**src/rtl/bcd_pkg.sv**
```systemverilog
// Shared constants and helpers for the BCD up/down counter.
// Latency: n/a (package only).
// Backpressure: n/a (package only).
package bcd_pkg;

  localparam logic [3:0] BCD_MAX = 4'd9;
  localparam logic [3:0] BCD_MIN = 4'd0;

  // Saturate a nibble into the legal decimal range 0..9.
  function automatic logic [3:0] bcd_clamp(input logic [3:0] nibble);
    return (nibble > BCD_MAX) ? BCD_MAX : nibble;
  endfunction

endpackage

```
**src/rtl/bcd_digit.sv**
```systemverilog
// One decimal digit register with increment/decrement, carry/borrow chaining and clamped load.
// Latency: 1 CLK from cin/bin/load to the new digit; cout/bout are combinational from the register.
// Backpressure: none; a step happens only when cin or bin is asserted by the previous stage.
module bcd_digit
  import bcd_pkg::*;
(
  input  logic       CLK,
  input  logic       RESET,
  input  logic       load,
  input  logic [3:0] load_val,
  input  logic       cin,
  input  logic       bin,
  output logic       cout,
  output logic       bout,
  output logic [3:0] digit
);

  logic [3:0] digit_q;
  logic [3:0] digit_d;

  // Load wins over stepping; the >= compare keeps any stray value on the wrap path.
  always_comb begin
    digit_d = digit_q;
    if (load) begin
      digit_d = bcd_clamp(load_val);
    end else if (cin) begin
      digit_d = (digit_q >= BCD_MAX) ? BCD_MIN : digit_q + 4'd1;
    end else if (bin) begin
      digit_d = (digit_q == BCD_MIN) ? BCD_MAX : digit_q - 4'd1;
    end
  end

  // Digit state register.
  always_ff @(posedge CLK or posedge RESET) begin
    if (RESET) begin
      digit_q <= BCD_MIN;
    end else begin
      digit_q <= digit_d;
    end
  end

  // Carry/borrow pass on only when this digit wraps, so the chain ripples in one cycle.
  assign cout  = cin & (digit_q >= BCD_MAX);
  assign bout  = bin & (digit_q == BCD_MIN);
  assign digit = digit_q;

endmodule

```
**src/rtl/bcd_updown_counter.sv**
```systemverilog
// Multi-digit BCD up/down counter with a free-running prescaler enable and terminal-count pulse.
// Latency: COUNT shows a step 1 CLK after the TICK cycle; LOAD visible 1 CLK after the strobe; TC registered.
// Backpressure: none; EN gates stepping and is only sampled in the TICK cycle.
module bcd_updown_counter
  import bcd_pkg::*;
#(
  parameter int unsigned DIGITS     = 2,
  parameter int unsigned DIV_WIDTH  = 23,
  parameter bit          ACTIVE_LOW = 1'b1
) (
  input  logic                  CLK,
  input  logic                  RESET,
  input  logic                  EN,
  input  logic                  UP,
  input  logic                  LOAD,
  input  logic [4*DIGITS-1:0]   LOAD_VAL,
  output logic [4*DIGITS-1:0]   COUNT,
  output logic                  TICK,
  output logic                  TC
);

  logic [DIV_WIDTH-1:0] prescaler_q;
  logic [DIV_WIDTH-1:0] prescaler_d;
  logic                 tc_q;
  logic                 tc_d;
  logic                 step;
  logic [DIGITS:0]      carry;
  logic [DIGITS:0]      borrow;
  logic [4*DIGITS-1:0]  digits;

  // TICK marks the last cycle of each prescaler period.
  assign TICK = &prescaler_q;

  // A count step needs the tick and enable, and is suppressed by a coincident load.
  assign step      = TICK & EN & ~LOAD;
  assign carry[0]  = step & UP;
  assign borrow[0] = step & ~UP;

  genvar gi;
  generate
    for (gi = 0; gi < DIGITS; gi++) begin : g_digit
      bcd_digit u_digit (
        .CLK      (CLK),
        .RESET    (RESET),
        .load     (LOAD),
        .load_val (LOAD_VAL[4*gi +: 4]),
        .cin      (carry[gi]),
        .bin      (borrow[gi]),
        .cout     (carry[gi+1]),
        .bout     (borrow[gi+1]),
        .digit    (digits[4*gi +: 4])
      );
    end
  endgenerate

  // Load restarts the period so a full interval elapses before the next step.
  always_comb begin
    prescaler_d = prescaler_q + DIV_WIDTH'(1);
    if (LOAD) begin
      prescaler_d = '0;
    end
  end

  // A carry or borrow leaving the top digit means the whole counter wrapped.
  always_comb begin
    tc_d = carry[DIGITS] | borrow[DIGITS];
  end

  // Prescaler and terminal-count registers.
  always_ff @(posedge CLK or posedge RESET) begin
    if (RESET) begin
      prescaler_q <= '0;
      tc_q        <= 1'b0;
    end else begin
      prescaler_q <= prescaler_d;
      tc_q        <= tc_d;
    end
  end

  assign TC    = tc_q;
  assign COUNT = ACTIVE_LOW ? ~digits : digits;

endmodule
```
**config.mk**
```make
export PLATFORM = sky130hd
export DESIGN_NAME = bcd_updown_counter
export DESIGN_NICKNAME = d
export VERILOG_FILES = /design/src/rtl/bcd_pkg.sv /design/src/rtl/bcd_digit.sv /design/src/rtl/bcd_updown_counter.sv
export SDC_FILE = /design/constraint.sdc
export NUM_CORES = 1
export LEC_CHECK = 0
export ABC_CLOCK_PERIOD_IN_PS = 4250
export BUFFER_PORTS_ARGS = -buffer_cell sky130_fd_sc_hd__clkbuf_2
export CAP_MARGIN = 20
export CORE_MARGIN = 3
export CORE_UTILIZATION = 45
export DETAILED_ROUTE_END_ITERATION = 10
export GPL_ROUTABILITY_DRIVEN = 0
export PLACE_DENSITY = 0.67
export SYNTH_ARGS = -nofsm -noshare
export SYNTH_HDL_FRONTEND = slang
export SYNTH_SLANG_ARGS = --single-unit
```
**constraint.sdc**
```tcl
create_clock -name CLK -period 4.25 [get_ports CLK]
set_input_delay 0.85 -clock CLK [delete_from_list [all_inputs] [get_ports CLK]]
set_output_delay 0.85 -clock CLK [all_outputs]
set_load 0.005 [all_outputs]
```
==> impl_metrics.csv <==
group,metric,value,unit
outcome,outcome,"finished, final reports clean",
detailed_routing,detail_route.wl_per_cell,14.0,um
logic_synthesis,top_cells_by_instance_count_after_synthesis,"32 x sky130_fd_sc_hd__dfrtp_1, 30 x sky130_fd_sc_hd__nor2_1, 17 x sky130_fd_sc_hd__nand2_1, 17 x sky130_fd_sc_hd__o21ai_0",
global_routing,first_global_vias,1582,
setup_path,critical_path_cell_list,"ha_1, nand2_1, or4_4, and3b_1, and2_1, clkbuf_2",
logic_synthesis,netlist-cell-type-count,46,
setup_path,critical_path.endpoint_type,"primary output",
logic_synthesis,synth.yosys.seq_area_share,39.2,%
detailed_routing,detail-route-antenna-nets,0,
logic_synthesis,mappedNetlistArea,2040,um2
logic_synthesis,synth_fp_nets,250,
sta,timing.final.setup_violations,0,
sta,final_report_max_slew_violation_count,0,
setup_path,cp_class,"flop to primary output",
logic_synthesis,netlist.top_cell.by_area,"sky130_fd_sc_hd__dfrtp_1",
placed_design,hpwl,3020,um
cells_and_area,final_cell_area,2270,um2
detailed_routing,num_vias,1693,
power,max-vdd-ir-drop,0.208,mV
sta,setup_repair_after_global_routing_missed_its_margin,"false",
global_routing,number_of_antenna_violations_at_the_first_check_in_global_routing,0,
logic_synthesis,post_synth.cell_area_avg,8.92,um2
die,initial_core_util,48.9,%
flow_run,drv_cap,0,
logic_synthesis,synth.top_cells.by_area,"sky130_fd_sc_hd__dfrtp_1 39%, sky130_fd_sc_hd__nor2_1 5.5%, sky130_fd_sc_hd__ha_1 4.9%",
cells_and_area,nets,271,
die,die_outline_area,5380,um2
detailed_routing,first_pass_iters,4,
global_routing,grt_start_max_net_pins,43,
sta,tightest_slew,791,ps
clock_network,clk-insertion-delay-late,290,ps
global_routing,grt_remaining_overflow,0,
global_routing,gr-usage-all-layers,17.5,%
sta,achievable_clock_frequency,341,MHz
detailed_routing,detail_route.iter0.violations,71,
die,fp.dieH,73.4,um
setup_path,crit_path_buffers_inverters,1,
cells_and_area,antenna-diode-count,0,
sta,fin_skew,4.81,ps
detailed_routing,drc,0,
placed_design,placedInstanceArea,2170,um2
die,fp-row-count,23,
detailed_routing,drt-vias-per-instance,5.62,
clock_network,clock_sinks,32,
sta,setup_total_negative_slack,0,ps
detailed_routing,detail_route.wirelength,4210,um
die,io-pin-count,23,
logic_synthesis,edff_count_synth,0,
clock_network,clockBufferDepth,2,
clock_network,cts-htree-levels,2,
sta,finalHoldViolCount,0,
setup_path,cpMaxStageDelayCell,"sky130_fd_sc_hd__or4_4",
clock_network,cts.clk_slew.worst_paths,70,ps
clock_network,post_cts_hold_buffer_count,0,
cells_and_area,fillers,400,
cells_and_area,final_core_util,54.3,%
logic_synthesis,dominant_cell_by_count_in_the_synthesized_netlist,"sky130_fd_sc_hd__dfrtp_1",
setup_path,critical_path.startpoint_type,"flop",
logic_synthesis,yosys_warnings,0,
logic_synthesis,synth_seq_cells,32,
logic_synthesis,asyncSetResetFlopFracSynth,100,%
setup_path,critical_path_required,3400,ps
setup_path,worst_path_dominant_cell_family,"simple AND/OR/NAND/NOR gates",
cells_and_area,post_route_cells_drive_above_1_share,15.1,%
die,core_region_area,4170,um2
clock_network,cts_inserted_buffers,5,
power,cellLeakagePower,0.00102,uW
clock_network,clock_tree_from_tritoncts,"yes",
sta,period_needed,2940,ps
sta,worst_slew_margin_rel,47.3,%
setup_path,cp_data_arrival_time,2090,ps
clock_network,post-cts-setup-buffers,0,
logic_synthesis,postSynth.topFlopCell,"sky130_fd_sc_hd__dfrtp_1",
setup_path,reg2reg_slack,1760,ps
setup_path,max_stage_delay,590,ps
logic_synthesis,synth_top_cell_area_share,39.2,%
logic_synthesis,syn_inst,229,
hold_path,hold_path.class,"input port to asynchronous set/reset pin",
placed_design,placement.io_buffers,22,
clock_network,cts_resized,0,
die,die_span_x,73.4,um
cells_and_area,syn_to_final_growth,11.0,%
cells_and_area,final-seq-area,801,um2
cells_and_area,multi_input_logic_area,1150,um2
power,power.density,292,nW/um2
setup_path,worst-path-max-fanout,10,
global_routing,first_pass_grt_wire_length,7460,um
sta,finalCritPeriodShare,69.1,%
clock_network,cts-root-buf,"sky130_fd_sc_hd__clkbuf_8",
cell families after synthesis:
group,Yosys count,synth area share [%]
AOI/OAI and AO/OA,39,11.5
xor gates and xnor gates,17,7.29
buffers and inverters,20,4.41
DFF,32,39.2
muxes,7,4.04
and+or+nand+nor,106,28.6
adders and majority gates,8,4.90
power by group:
part,switching [uW],total [uW],internal (uW)
Combinational,53.6,93.3,39.7
Sequential,15.8,329,313
Clock,110,239,129
Total,180,661,482
worst reg2reg max path, cell delays in order (launching register included):
cell	delay (ps)
sky130_fd_sc_hd__dfrtp_1	470
sky130_fd_sc_hd__inv_1	110
sky130_fd_sc_hd__ha_1	270
sky130_fd_sc_hd__or4b_2	660
sky130_fd_sc_hd__o21ai_0	110
sky130_fd_sc_hd__nor3b_2	330
sky130_fd_sc_hd__a211oi_1	130
sky130_fd_sc_hd__a211o_1	300
per-stage QoR:
stage                     total power, uW  hold WS, ps  std cells  setup WS [ps]
final                                 661          375        301           1310
after global routing                  699          372        301           1160
after CTS                             672          366        301           1290
after detailed placement              428          487        293           1550
after global placement                427          478        293           1630
after floorplan                       395          459        229           1740
cell type report:
cell class / count / area share, %
timing repair buffer: 23 / 5.19
clock buffer: 6 / 3.64
tap: 50 / 2.76
multi-input combinational: 177 / 50.8
inverter: 11 / 1.82
clock inverter: 2 / 0.442
sequential: 32 / 35.3
worst paths after layout:
path / startpoint / cells after the start / endpoint
max in group asynchronous: RESET / 3 / prescaler_q[0]
min in group CLK: prescaler_q[0] / 1 / prescaler_q[0]
worst max register to register: g_digit[0].u_digit.digit[0] / 7 / g_digit[1].u_digit.digit[2]
worst min register to register: prescaler_q[0] / 1 / prescaler_q[0]
worst min-delay path: RESET / 2 / g_digit[1].u_digit.digit[0]
worst max-delay path: prescaler_q[0] / 6 / TICK
cell usage in the layout, fill, tap and decap left out, types with 4 or more instances in the layout:
cell type,count
sky130_fd_sc_hd__dfrtp_1,32
sky130_fd_sc_hd__nor2_1,30
sky130_fd_sc_hd__clkbuf_2,22
sky130_fd_sc_hd__nand2_1,17
sky130_fd_sc_hd__o21ai_0,17
sky130_fd_sc_hd__inv_1,11
sky130_fd_sc_hd__nand3_1,11
sky130_fd_sc_hd__xor2_1,11
sky130_fd_sc_hd__ha_1,8
sky130_fd_sc_hd__nor3_1,7
sky130_fd_sc_hd__a21oi_1,6
sky130_fd_sc_hd__mux2i_1,6
sky130_fd_sc_hd__and4_1,6
sky130_fd_sc_hd__xnor2_1,6
sky130_fd_sc_hd__clkbuf_8,6
sky130_fd_sc_hd__nand4_1,5
sky130_fd_sc_hd__and3_1,4
registers in the layout, summed over array words and instances (netlist names):
name and cells:
g_digit.u_digit.digit 8, TC 1, prescaler_q 23
per-layer routing:
metal,vias to the layer above,track usage [%],wire length [um],part of all wire (%)
met5,-,0,0,0
met1,801,24.1,1970,47
met2,30,27.4,2020,48
li1,856,-,-,-
met4,0,5.23,55,1.3
met3,6,4.24,171,4.1
Power figures use the tool's default switching activity.
